`src/rtl/riscv_pkg.sv`:
```
// Shared RISC-V field types, opcode/func constants and the instruction format enum
// used by the instruction encoder slice.
package riscv_pkg;

   typedef logic [4:0] rdAdr;
   typedef logic [4:0] rsAdr;
   typedef logic [2:0] func3;
   typedef logic [6:0] func7;
   typedef logic [6:0] Opcode;

   typedef enum logic [2:0] {
      FMT_R,
      FMT_I,
      FMT_S,
      FMT_B,
      FMT_U,
      FMT_J
   } fmt_e;

   localparam Opcode OPC_LOAD   = 7'b0000011;
   localparam Opcode OPC_FENCE  = 7'b0001111;
   localparam Opcode OPC_OP_IMM = 7'b0010011;
   localparam Opcode OPC_AUIPC  = 7'b0010111;
   localparam Opcode OPC_STORE  = 7'b0100011;
   localparam Opcode OPC_OP     = 7'b0110011;
   localparam Opcode OPC_LUI    = 7'b0110111;
   localparam Opcode OPC_BRANCH = 7'b1100011;
   localparam Opcode OPC_JALR   = 7'b1100111;
   localparam Opcode OPC_JAL    = 7'b1101111;
   localparam Opcode OPC_SYSTEM = 7'b1110011;

   localparam func3 F3_ADD_SUB   = 3'b000;
   localparam func3 F3_SLL       = 3'b001;
   localparam func3 F3_SLT       = 3'b010;
   localparam func3 F3_SLTU      = 3'b011;
   localparam func3 F3_XOR       = 3'b100;
   localparam func3 F3_SRL_SRA   = 3'b101;
   localparam func3 F3_OR        = 3'b110;
   localparam func3 F3_AND       = 3'b111;
   localparam func3 F3_SLLI      = 3'b001;
   localparam func3 F3_SRLI_SRAI = 3'b101;

   localparam func7 F7_BASE = 7'b0000000;
   localparam func7 F7_ALT  = 7'b0100000;
   localparam func7 F7_MEXT = 7'b0000001;

endpackage

```
`src/rtl/riscv_instr_pack.sv`:
```
// Combinational field packer and legality checker for one instruction bundle.
// Build option: define RISCV_M_EXT_EN to accept M-extension func7 on R-type.
module riscv_instr_pack
   import riscv_pkg::*;
(
   input  logic [6:0]  opcode_i,
   input  logic [4:0]  rd_i,
   input  logic [4:0]  rs1_i,
   input  logic [4:0]  rs2_i,
   input  logic [2:0]  func3_i,
   input  logic [6:0]  func7_i,
   input  logic [31:0] imm_i,
   output logic [31:0] instr_o,
   output logic        err_o
);

`ifdef RISCV_M_EXT_EN
   localparam logic M_EXT_EN = 1'b1;
`else
   localparam logic M_EXT_EN = 1'b0;
`endif

   fmt_e fmt;
   logic shift;
   logic r_func7_ok;
   logic shift_func7_ok;
   logic fits_12;
   logic fits_13;
   logic fits_21;

   // Signed range checks: all bits above the field's sign bit must match it.
   assign fits_12 = (&imm_i[31:11]) | ~(|imm_i[31:11]);
   assign fits_13 = (&imm_i[31:12]) | ~(|imm_i[31:12]);
   assign fits_21 = (&imm_i[31:20]) | ~(|imm_i[31:20]);

   assign r_func7_ok = (func7_i == F7_BASE)
                     | ((func7_i == F7_ALT) & ((func3_i == F3_ADD_SUB) | (func3_i == F3_SRL_SRA)))
                     | ((func7_i == F7_MEXT) & M_EXT_EN);

   assign shift_func7_ok = (func7_i == F7_BASE)
                         | ((func7_i == F7_ALT) & (func3_i == F3_SRLI_SRAI));

   always_comb begin
      fmt     = FMT_R;
      shift   = 1'b0;
      err_o   = 1'b0;
      instr_o = '0;

      case (opcode_i)
         OPC_OP:     fmt = FMT_R;
         OPC_OP_IMM: begin
            fmt   = FMT_I;
            shift = (func3_i == F3_SLLI) || (func3_i == F3_SRLI_SRAI);
         end
         OPC_LOAD, OPC_JALR, OPC_SYSTEM, OPC_FENCE: fmt = FMT_I;
         OPC_STORE:           fmt = FMT_S;
         OPC_BRANCH:          fmt = FMT_B;
         OPC_LUI, OPC_AUIPC:  fmt = FMT_U;
         OPC_JAL:             fmt = FMT_J;
         default: begin
            // Unknown opcodes still go out, packed R-style, flagged as errors.
            fmt   = FMT_R;
            err_o = 1'b1;
         end
      endcase

      case (fmt)
         FMT_R: begin
            instr_o = {func7_i, rs2_i, rs1_i, func3_i, rd_i, opcode_i};
            if (opcode_i == OPC_OP) err_o = ~r_func7_ok;
         end
         FMT_I: begin
            if (shift) begin
               instr_o = {func7_i, imm_i[4:0], rs1_i, func3_i, rd_i, opcode_i};
               err_o   = (|imm_i[31:5]) | ~shift_func7_ok;
            end else begin
               instr_o = {imm_i[11:0], rs1_i, func3_i, rd_i, opcode_i};
               err_o   = ~fits_12;
            end
         end
         FMT_S: begin
            instr_o = {imm_i[11:5], rs2_i, rs1_i, func3_i, imm_i[4:0], opcode_i};
            err_o   = ~fits_12;
         end
         FMT_B: begin
            instr_o = {imm_i[12], imm_i[10:5], rs2_i, rs1_i, func3_i,
                       imm_i[4:1], imm_i[11], opcode_i};
            err_o   = ~fits_13 | imm_i[0];
         end
         FMT_U: begin
            instr_o = {imm_i[31:12], rd_i, opcode_i};
            err_o   = |imm_i[11:0];
         end
         FMT_J: begin
            instr_o = {imm_i[20], imm_i[10:1], imm_i[11], imm_i[19:12], rd_i, opcode_i};
            err_o   = ~fits_21 | imm_i[0];
         end
         default: begin
            instr_o = '0;
            err_o   = 1'b1;
         end
      endcase
   end

endmodule

```
`src/rtl/riscv_instr_encoder.sv`:
```
// Streaming instruction encoder: packer feeding a registered output stage with a
// one-entry skid buffer and a delivered-bundle counter.
module riscv_instr_encoder
   import riscv_pkg::*;
#(
   parameter int unsigned CNT_WIDTH = 16
) (
   input  logic                 clk,
   input  logic                 rst,
   input  logic                 in_valid,
   output logic                 in_ready,
   input  logic [6:0]           in_opcode,
   input  logic [4:0]           in_rd,
   input  logic [4:0]           in_rs1,
   input  logic [4:0]           in_rs2,
   input  logic [2:0]           in_func3,
   input  logic [6:0]           in_func7,
   input  logic [31:0]          in_imm,
   output logic                 out_valid,
   input  logic                 out_ready,
   output logic [31:0]          out_instr,
   output logic                 out_err,
   output logic [CNT_WIDTH-1:0] enc_count
);

   logic [31:0]          pack_instr;
   logic                 pack_err;
   logic                 accept;
   logic                 fire;

   logic                 out_valid_q, out_valid_d;
   logic [31:0]          out_instr_q, out_instr_d;
   logic                 out_err_q,   out_err_d;
   logic                 skid_valid_q, skid_valid_d;
   logic [31:0]          skid_instr_q, skid_instr_d;
   logic                 skid_err_q,   skid_err_d;
   logic [CNT_WIDTH-1:0] cnt_q, cnt_d;

   riscv_instr_pack u_pack (
      .opcode_i (in_opcode),
      .rd_i     (in_rd),
      .rs1_i    (in_rs1),
      .rs2_i    (in_rs2),
      .func3_i  (in_func3),
      .func7_i  (in_func7),
      .imm_i    (in_imm),
      .instr_o  (pack_instr),
      .err_o    (pack_err)
   );

   assign accept = in_valid & ~skid_valid_q;
   assign fire   = out_valid_q & out_ready;

   always_comb begin
      out_valid_d  = out_valid_q;
      out_instr_d  = out_instr_q;
      out_err_d    = out_err_q;
      skid_valid_d = skid_valid_q;
      skid_instr_d = skid_instr_q;
      skid_err_d   = skid_err_q;
      cnt_d        = fire ? cnt_q + CNT_WIDTH'(1) : cnt_q;

      // Output slot frees up: skid drains first to keep order, else take the new bundle.
      if (!out_valid_q || fire) begin
         if (skid_valid_q) begin
            out_valid_d  = 1'b1;
            out_instr_d  = skid_instr_q;
            out_err_d    = skid_err_q;
            skid_valid_d = 1'b0;
         end else if (accept) begin
            out_valid_d  = 1'b1;
            out_instr_d  = pack_instr;
            out_err_d    = pack_err;
         end else begin
            out_valid_d  = 1'b0;
         end
      end else if (accept) begin
         skid_valid_d = 1'b1;
         skid_instr_d = pack_instr;
         skid_err_d   = pack_err;
      end
   end

   always_ff @(posedge clk or posedge rst) begin
      if (rst) begin
         out_valid_q  <= 1'b0;
         out_instr_q  <= '0;
         out_err_q    <= 1'b0;
         skid_valid_q <= 1'b0;
         skid_instr_q <= '0;
         skid_err_q   <= 1'b0;
         cnt_q        <= '0;
      end else begin
         out_valid_q  <= out_valid_d;
         out_instr_q  <= out_instr_d;
         out_err_q    <= out_err_d;
         skid_valid_q <= skid_valid_d;
         skid_instr_q <= skid_instr_d;
         skid_err_q   <= skid_err_d;
         cnt_q        <= cnt_d;
      end
   end

   assign in_ready  = ~skid_valid_q;
   assign out_valid = out_valid_q;
   assign out_instr = out_instr_q;
   assign out_err   = out_err_q;
   assign enc_count = cnt_q;

endmodule

```
`config.mk`:
```
export PLATFORM = sky130hd
export DESIGN_NAME = riscv_instr_encoder
export DESIGN_NICKNAME = d
export VERILOG_FILES = /design/src/rtl/riscv_pkg.sv /design/src/rtl/riscv_instr_pack.sv /design/src/rtl/riscv_instr_encoder.sv
export SDC_FILE = /design/constraint.sdc
export NUM_CORES = 1
export LEC_CHECK = 0
export ABC_CLOCK_PERIOD_IN_PS = 6500
export CORE_ASPECT_RATIO = 0.6
export CORE_MARGIN = 2
export CORE_UTILIZATION = 52
export CTS_CLUSTER_SIZE = 30
export DETAILED_ROUTE_END_ITERATION = 10
export PLACE_DENSITY = 0.86
export SYNTH_ARGS = -nofsm -noshare
export SYNTH_HDL_FRONTEND = slang
export SYNTH_SLANG_ARGS = --single-unit
```
`constraint.sdc`:
```
create_clock -name clk -period 6.5 [get_ports clk]
set_input_delay 1.3 -clock clk [delete_from_list [all_inputs] [get_ports clk]]
set_output_delay 1.3 -clock clk [all_outputs]
set_load 0.03 [all_outputs]
```
==> reports/qor_table.md <==
| Group | Quantity | Value |
| --- | --- | --- |
| detailed routing | Detailed Routing Iterations Pass 1 | 8 |
| detailed routing | Total number of vias | 4108 |
| layout | Net count of the finished layout | 630 |
| yosys | Average cell area after synthesis | 9.49 sq um |
| layout | Layout overhead on the synthesized area | 35.4% |
| worst setup path | Classification of the worst setup path | input pin to flip-flop |
| floorplanning | Die area | 0.00905 sq mm |
| worst setup path | Crit path launch | in_opcode[6] |
| placement | Quantity of I/O buffers inserted on ports | 118 |
| yosys | Proportion of synthesized area in mux cells | 7.00% |
| yosys | XOR/XNOR share of the synthesized area | 3.25% |
| detailed routing | Count of routing violations after the opening detailed-route iteration | 510 |
| hold path | Beginning of the worst hold path | out_instr[5] |
| grt | Pin count of the biggest net entering global routing | 55 |
| yosys | Cell variety after synth | 55 |
| yosys | Post-synthesis share of cell area spent on and, or, nand and nor gates | 19.6% |
| yosys | Flip-flop and latch count after synthesis | 84 |
| clock tree | Latest clock arrival within the worst-skew pair | 0.34 ns |
| clock tree | Root Buffer | clkbuf_16 |
| sta | Final setup violation count | 0 |
| detailed routing | Average wire per standard cell | 18.5 um |
| clock tree | Number of buffers inserted by hold repair at cts | 0 |
| sta | Setup tns final | 0 ns |
| power and ir drop | Worst ir drop on vdd | 150 uV |
| grt | Final global-route overflow total | 0 |
| floorplanning | Effective utilization at floorplan | 54.2% |
| detailed routing | Routed WL | 12.5 mm |
| clock tree | Level count of the clock H-tree | 3 |
| sta | Final clock period utilization by the worst path | 56.7% |
| sta | Setup slack after layout | 2.82 ns |
| worst setup path | Worst endpoint required time | 6.74 ns |
| detailed routing | Via density per instance | 6.10 |
| hold path | Worst hold path type | flip-flop to flip-flop |
| placement | Detailed placer's ending HPWL | 9.16 mm |
| clock tree | Clk buf depth | 2 |
| worst setup path | CP Data Arrival Time | 3.93 ns |
| yosys | Count of synthesis-stage warnings from yosys | 0 |
| status | Result of the run | finished clean |
| worst setup path | Maximum net fanout on the critical path | 17 |
| flow run | Max-capacitance violation count | 0 |
| placement | Pre-CTS setup slack | 2.56 ns |
| yosys | Portion of the post-synthesis area used by sequential elements | 48.8% |
| floorplanning | Number of top-level design ports | 119 |
| power and ir drop | Leakage power | 0.00230 uW |
| clock tree | CTS resizes | 0 |
| sta | Slew headroom | 32.8% |
| sta | Final hold viol count | 0 |
| detailed routing | Number of nets still failing antenna checks after routing | 0 |
| yosys | Compound-gate portion of the synthesized area | 17.5% |
| clock tree | Total number of clock tree sinks | 84 |
| grt | Global-route wire length before repair | 19.3 mm |
| sta | Setup repair after global routing missed its margin | no |
| yosys | Syn Inst Count | 454 |
| layout | Most frequent standard cell in the layout excluding fill and tap cells | clkdlybuf4s50_1 |
| layout | Most frequent cells in the layout | 118 x clkdlybuf4s50_1, 83 x dfrtp_1, 52 x nor2_1 |
| yosys | Post-synthesis net count | 523 |
| clock tree | CTS tree | yes |
| sta | Time the worst path needs with I/O delays and setup | 3.68 ns |
| yosys | Largest family of logic cells by synthesized area | simple AND/OR/NAND/NOR gates |
| layout | Diode insertion count for antenna repair | 0 |
| sta | Highest achievable clock rate | 271 MHz |
| clock tree | Post-CTS Setup Repair Bufs | 0 |
| clock tree | Register clock-pin slew on the reported worst setup and hold paths | 0.06 ns |
| worst setup path | Source of the worst register-to-register timing path | out_valid |
| floorplanning | Y dimension of the die | 74.5 um |
| yosys | Most common flop cell mapped by yosys | dfrtp_1 |
| grt | Vias in the first global route | 3766 |
| placement | Final RePlAce weighted congestion | 0.988 |
| yosys | Post-synth EDFFs | 0 |
| clock tree | Num CTS Buffers | 9 |
| yosys | Fraction of synthesis flops using an asynchronous set or reset pin | 100% |
| worst setup path | Capturing element type of the critical path | flip-flop |
| grt | Global-route total usage across every layer | 28.4% |
| floorplanning | Number of placement rows | 25 |
| layout | Core Util, Final | 73.4% |
| worst setup path | Startpoint type of the worst setup path | input pin |
| sta | Slew @ Worst Pin | 1.01 ns |
| detailed routing | DRC Markers | 0 |
| floorplanning | Die width | 122 um |
| layout | Fraction of final layout cells with drive strength greater than 1 | 6.90% |
| yosys | Area of the mapped netlist | 0.00431 sq mm |
| grt | Initial antenna violation count | 0 |
| yosys | Synth Area in Adders | 0.290% |
| sta | Final number of max-transition violations | 0 |
| floorplanning | Core region area | 0.00795 sq mm |
| sta | Worst Skew | 0.00659 ns |
| power and ir drop | Total power divided by cell area | 297 mW/mm^2 |
cells by family (layout without fill, tap and decap cells):
group           count (synthesis)  in the layout
simple gates                  170            170
buf+inv                        37            148
flops                          84             84
mux                            29             29
fa+ha+maj                       1              1
xor+xnor                       16             16
compound gates                117            117
layout make-up:
type,instances,area [sq um]
Timing Repair Buffer,122,1210
Inverter,11,42.5
Sequential cell,84,2100
Multi-Input combinational cell,333,2070
Fill cell,566,2110
Tap cell,108,135
Clock inverter,6,48.8
Clock buffer,9,225
stage by stage:
| stage | total power, uW | hold slack [ns] | area [sq um] | instances |
|---|---|---|---|---|
| 6_report | 1730 | 0.478 | 5830 | 673 |
| 5_1_grt | 1820 | 0.493 | 5830 | 673 |
| 4_1_cts | 1740 | 0.484 | 5830 | 673 |
| 3_5_place_dp | 1260 | 0.469 | 5560 | 658 |
| 3_3_place_gp | 1240 | 0.456 | 5560 | 658 |
| 2_1_floorplan | 1010 | 0.458 | 4310 | 454 |
sequential cells by signal, summed over array words and instances, names as in the netlist:
signal        count
enc_count        16
skid_err_q        1
out_instr        32
out_valid         1
skid_instr_q     32
out_err           1
skid_valid_q      1
routing by layer:
metal / up-vias / part of all wire [%] / GRT usage, %
li1: 1870 / - / -
met1: 1942 / 43 / 40.0
met2: 260 / 44 / 43.5
met3: 36 / 11 / 8.13
met4: 0 / 1.8 / 7.92
met5: - / 0 / 0
worst paths after layout:
path                                   end  depth (start not counted)  slack, ns
setup reg to reg           skid_instr_q[5]                          4       4.26
hold reg to reg               out_instr[5]                          2       0.48
setup / recovery             out_instr[31]                          7       2.82
max in group asynchronous     out_instr[9]                          3       4.11
min in group asynchronous    enc_count[13]                          2       1.38
hold / removal                out_instr[5]                          2       0.48
power by group:
part           switching, uW  internal [uW]
Combinational            305            235
Clock                    212            261
Sequential              84.6            633
synth_stat cells (2+ instances only):
library cell,count,share of area [%]
and3_1,5,0.73
mux2i_1,20,4.6
or3_1,2,0.29
inv_1,11,0.96
a211oi_1,5,0.87
nand4_1,10,1.5
nand2b_1,2,0.29
nor4_1,10,1.5
o21ai_1,12,1.4
a221o_1,2,0.46
a211oi_2,2,0.58
o21ai_0,17,2.0
a21o_1,2,0.35
nor2b_1,2,0.29
o211ai_1,11,1.9
nand3_1,17,2.0
a222oi_1,10,2.3
and3b_1,2,0.41
nor2_1,52,4.5
mux2_2,7,1.8
o31ai_1,3,0.52
nand2_1,45,3.9
dfrtp_1,84,49
buf_4,2,0.35
mux2_1,2,0.52
xor2_1,3,0.61
clkbuf_1,16,1.4
nor3_1,5,0.58
xnor2_1,13,2.6
a21oi_1,44,5.1
nor3b_1,3,0.52
and2_1,3,0.44
a22o_1,2,0.41
buf_2,7,0.81
critical path, cell delays in order:
cell	delay (ns)
clkdlybuf4s50_1	0.70
or3b_1	0.54
nor2_1	0.66
a22o_1	0.26
a221o_1	0.15
a211oi_2	0.05
o31ai_1	0.26
Power figures use the tool's default switching activity.
==> patch 1, RTL diff (config.mk and constraints unchanged) <==
`M_EXT_EN` of `riscv_instr_pack`: 1'b0 -> 1'b1.
--- a/src/rtl/riscv_instr_pack.sv
+++ b/src/rtl/riscv_instr_pack.sv
@@ -18,5 +18,5 @@
    localparam logic M_EXT_EN = 1'b1;
 `else
-   localparam logic M_EXT_EN = 1'b0;
+   localparam logic M_EXT_EN = 1'b1;
 `endif
 
Behaviour: not the same (a bounded check fails within 4 cycles, from zero or initial values and one cycle with rst high).
==> patch 1 against the unedited design <==
Wire length down 1.3%. Synthesized cell count is 0.88% lower. Critical path type unchanged. Setup slack worse by 0.29 ns. Critical endpoint is now out_instr[14]. Count of clock-buffer cells in the layout did not move. Cell area grew 0.49%. Largest cell class unchanged. Critical path depth unchanged. Cell count decreased by 0.74%. Combinational power barely moved. Die area is 0.14% lower. Via count is 1.9% lower. Sequential cell count stayed put. Synthesized area down 0.15%. Total power increased by 4.9%.
==> patch 1: results (changes against the unedited design) <==
Leak Pwr 2.38 nW (+3.2%); synthesized-area fraction occupied by ao, oa, aoi and oai cells 0.175 (+0.000545); Post-Place Worst Slack 2.23 ns (-0.329 ns); number of instances on the worst hold path 1 (-1); HPWL after detailed placement 9050 um (-1.2%); first-pass GRT wire length 19,500 um (+0.93%); post-synthesis mux area share 0.0730 (+0.00301); result of the run finished, final reports clean; WL per Instance 18.4 um (-0.51%); Worst Hold Launch enc_count[15]; Critical Path AT 4.14 ns (+0.21 ns); Total Routing Usage GR 0.282 (-0.00142); CP Max Fanout 16 (-1); cell family with most CP delay compound AO/OA/AOI/OAI gates; terminus of the critical flop-to-flop path skid_instr_q[3]; pin count of the biggest net entering global routing 85 (+55%); r2r startpoint skid_valid_q; nets 624 (-0.95%); Setup Skew 0.00966 ns (+0.00307 ns); Hold Path Sink enc_count[15]; # fillers 591 (+4.4%); headroom to the max-slew limit 0.190 (-0.138); maximum cell stage delay along the critical path 0.94 ns (+0.24 ns); number of global-route vias before repair 3,777 (+0.29%); arithmetic-cell share of the synthesized area counting full adders, half adders and majority gates 0.00291 (+0.00000422); worst reg2reg setup slack 3.59 ns (-0.67 ns); fraction of final layout cells sized beyond drive strength 1 0.0679 (-0.00117)
patch 1: changes by cell type in the layout (fill, tap and decap cells not counted), sizes merged, moves of 10 or more:
cell,before,now
a21oi,45,59
and3,5,16
nand2,45,33
o211ai,11,1
o21ai,30,41
patch 1: cell families after synthesis:
group | count (synthesis)
flops | 84
mux | 30
fa+ha+maj | 1
simple gates | 162
buf+inv | 29
compound gates | 128
xor+xnor | 16
patch 1: worst max-delay path by stage:
stage                       startpoint  depth (start not counted)              end  slack, ns
after floorplan                    rst                          1     enc_count[0]       3.03
after global placement    in_opcode[4]                          7    out_instr[14]       2.34
after detailed placement     out_ready                          5  skid_instr_q[0]       2.23
after CTS                    out_ready                          5  skid_instr_q[2]       2.56
after global routing         out_ready                          5       skid_err_q       2.33
final                     in_opcode[6]                          7    out_instr[14]       2.53
patch 1: layer usage:
layer,vias up,global-route usage,part of all wire
met5,-,0,0
met3,9,0.0683,0.095
li1,1860,-,-
met2,182,0.459,0.46
met4,0,0.0587,0.0075
met1,1977,0.392,0.44
patch 1: per-stage QoR:
stage	std cells	utilization	cell area (sq um)	hold WS, ns
floorplan	450	-	4300	0.475
global placement	652	0.697	5530	0.461
detailed placement	652	0.697	5530	0.463
CTS	668	0.738	5860	0.475
global route	668	0.738	5860	0.489
finish	668	0.738	5860	0.472
patch 1: cell type report:
class | count | share of cell area
Clock inverter | 7 | 0.0175
Multi-Input combinational cell | 337 | 0.356
Inverter | 2 | 0.00149
Sequential cell | 84 | 0.359
Timing Repair Buffer | 121 | 0.205
Clock buffer | 9 | 0.0384
Tap cell | 108 | 0.0231
patch 1: worst reg2reg max path, cell delays in order (launching register included):
cell,delay (ns)
sky130_fd_sc_hd__dfrtp_1,0.57
sky130_fd_sc_hd__buf_4,0.36
sky130_fd_sc_hd__nor3b_2,0.95
sky130_fd_sc_hd__buf_4,0.52
sky130_fd_sc_hd__mux2_2,0.40
patch 1: power by group:
part | total (mW) | leakage [nW] | internal [mW] | switching (mW)
registers | 0.714 | 1.01 | 0.634 | 0.0796
logic | 0.541 | 1.21 | 0.238 | 0.304
clock network | 0.560 | 0.163 | 0.343 | 0.218
==> patch 2, RTL diff (same flow settings) <==
Without the edit above. `skid_instr_q` no longer has a reset.
--- a/src/rtl/riscv_instr_encoder.sv
+++ b/src/rtl/riscv_instr_encoder.sv
@@ -88,5 +88,4 @@
          out_err_q    <= 1'b0;
          skid_valid_q <= 1'b0;
-         skid_instr_q <= '0;
          skid_err_q   <= 1'b0;
          cnt_q        <= '0;
@@ -96,8 +95,11 @@
          out_err_q    <= out_err_d;
          skid_valid_q <= skid_valid_d;
-         skid_instr_q <= skid_instr_d;
          skid_err_q   <= skid_err_d;
          cnt_q        <= cnt_d;
       end
+   end
+
+   always_ff @(posedge clk) begin
+      skid_instr_q <= skid_instr_d;
    end
 
Function: same outputs for any inputs over 10 cycles, from zero or initial values and one cycle with rst high; that may be too few to reach the edited logic, so the function may still have changed.
==> patch 2 against the unedited design <==
Clock power is 4% higher. Wire length shrank 3.4%. Cell count down 8.9%. Via count fell by 9.9%. Total power decreased by 5.6%. Synthesized cell count decreased by 13%. Largest cell class unchanged. Critical path depth unchanged. Synthesized area down 1.3%. Setup slack worse by 0.26 ns. Sequential share of layout area increased by 3.2 points. Cell area fell by 1.1%. Sequential cell count did not move.
==> patch 2: results (changes against the unedited design) <==
result of the run finished, final reports clean; TritonCTS Buffers 9 (unchanged); post-detailed-route DRC marker count 0 (unchanged); transition at the pin with the smallest max-transition slack 0.706 ns (-0.302 ns); port buffer count 118 (unchanged); synthesized-area fraction occupied by ao, oa, aoi and oai cells 0.133 (-0.0416); post-detailed-routing wire length 12,000 um (-3.4%); Setup Skew 0.00347 ns (-0.00312 ns); maximum resistive drop on vdd 203 uV (+35%); antenna diode count 0 (unchanged); nets 569 (-9.7%); share of the synthesized netlist area taken by xor and xnor gates 0.0330 (+0.000421); total number of H-tree levels 3 (unchanged); cell types with the highest counts after synthesis sky130_fd_sc_hd__dfrtp_1 (52), sky130_fd_sc_hd__nand2_1 (40), sky130_fd_sc_hd__edfxtp_1 (32); Worst Hold Launch enc_count[15]; number of instances on the worst hold path 1 (-1); Post CTS Setup Buffer Count 0 (unchanged); gp weighted congestion 0.914 (-7.5%); number of global-route vias before repair 3,447 (-8.5%); Reg clk slew, reported paths 0.06 ns (about the same); fraction of final layout cells sized beyond drive strength 1 0.0733 (+0.00424); arithmetic-cell share of the synthesized area counting full adders, half adders and majority gates 0.00294 (+0.0000376); number of gates resized after CTS 0 (unchanged); # fillers 582 (+2.8%); number of antenna violations at the first check in global routing 0 (unchanged); clock tree root driver cell sky130_fd_sc_hd__clkbuf_16; top cells by area in the synthesized netlist sky130_fd_sc_hd__dfrtp_1 (31%), sky130_fd_sc_hd__edfxtp_1 (23%), sky130_fd_sc_hd__mux2i_1 (4.9%); 1st-iter DRT viols 505 (-0.98%); pin count of the biggest net entering global routing 55 (unchanged); number of distinct library cells after synthesis 60 (+9.1%); CP Max Fanout 14 (-3); Critical Path AT 4.15 ns (+0.22 ns); worst reg2reg setup slack 4.49 ns (+0.23 ns); r2r startpoint out_valid; first-pass GRT wire length 18,400 um (-4.6%); Total Routing Usage GR 0.274 (-0.00930); synthesis warning total 0 (unchanged); Hold Path Sink enc_count[15]; area share of the leading cell type in the synthesized netlist 0.306 (-0.182); number of synthesized flops with an enable pin 32 (+32); post-synthesis mux area share 0.0918 (+0.0218); fraction of registers with async set/reset 0.619 (-0.381); Net Count, Synth 463 (-11%); Leak Pwr 2.35 nW (+1.9%); buffer levels on the longest clock path 2 (unchanged); share of synthesized area occupied by flip-flops and latches 0.532 (+0.0440); terminus of the critical flop-to-flop path out_err; drt first pass iters 5 (-3); vias post-DR 3,703 (-9.9%); switching power as a share of total power 0.316 (-0.0318); number of cell instances on the worst register-to-register path 6 (+2); HP Class flip-flop to flip-flop; HPWL after detailed placement 8630 um (-5.8%); most used flip-flop cell after synthesis sky130_fd_sc_hd__dfrtp_1
==> patch 2: cell families (layout without fill, tap and decap cells) <==
| family | after synthesis | after routing |
|---|---|---|
| simple gates | 128 | 128 |
| buf+inv | 41 | 152 |
| flops | 84 | 84 |
| compound gates | 89 | 89 |
| xor+xnor | 16 | 16 |
| mux | 35 | 35 |
| fa+ha+maj | 1 | 1 |
==> patch 2: through the flow <==
| step | setup WS, ns | hold WS (ns) | cell area [sq um] | cells |
|---|---|---|---|---|
| 5_1_grt | 2.42 | 0.500 | 5770 | 613 |
| 4_1_cts | 2.62 | 0.476 | 5770 | 613 |
| 2_1_floorplan | 1.98 | 0.491 | 4250 | 394 |
| 3_5_place_dp | 2.27 | 0.468 | 5490 | 597 |
| 6_report | 2.55 | 0.469 | 5770 | 613 |
| 3_3_place_gp | 2.42 | 0.461 | 5490 | 597 |
==> patch 2: worst max path at each step <==
stage,cells past startpoint,slack (ns),from,to
after floorplan,2,1.98,out_ready,skid_instr_q[0]
after CTS,7,2.62,in_opcode[6],out_instr[14]
after global routing,7,2.42,in_opcode[6],out_instr[14]
final,7,2.55,in_opcode[6],out_instr[14]
after global placement,7,2.42,in_opcode[6],out_instr[12]
after detailed placement,7,2.27,in_opcode[6],out_instr[14]
==> patch 2: critical path, cell delays in order <==
cell and delay (ns):
sky130_fd_sc_hd__clkdlybuf4s50_1 0.67, sky130_fd_sc_hd__nand2b_1 0.39, sky130_fd_sc_hd__nor4b_4 0.66, sky130_fd_sc_hd__or2_1 0.50
sky130_fd_sc_hd__mux2_1 0.39, sky130_fd_sc_hd__mux2i_1 0.17, sky130_fd_sc_hd__o21ai_1 0.07
==> patch 2: cell type report <==
| type | count | area, sq um | share of cell area |
|---|---|---|---|
| clock buffers | 13 | 240 | 0.0416 |
| clock inverters | 3 | 38.8 | 0.00672 |
| inverters | 14 | 52.6 | 0.00911 |
| multi-input cells | 269 | 1830 | 0.317 |
| flip-flops and latches | 84 | 2260 | 0.392 |
| well taps | 108 | 135 | 0.0234 |
| repair buffers | 122 | 1210 | 0.210 |
==> patch 2: power by group through the flow <==
stage	Combinational (mW)	Clock [mW]	Sequential (mW)
CTS	0.465	0.499	0.677
detailed placement	0.463	0	0.687
global placement	0.449	0	0.683
floorplan	0.133	0	0.793
global route	0.491	0.520	0.686
finish	0.465	0.491	0.679
==> patch 2: per-layer routing <==
metal / wire, um / part of all wire / vias to the layer above / track usage
li1: - / - / 1666 / -
met1: 5230 / 0.43 / 1788 / 0.385
met2: 5420 / 0.45 / 216 / 0.429
met3: 1130 / 0.094 / 33 / 0.0667
met4: 256 / 0.021 / 0 / 0.0879
met5: 0 / 0 / - / 0
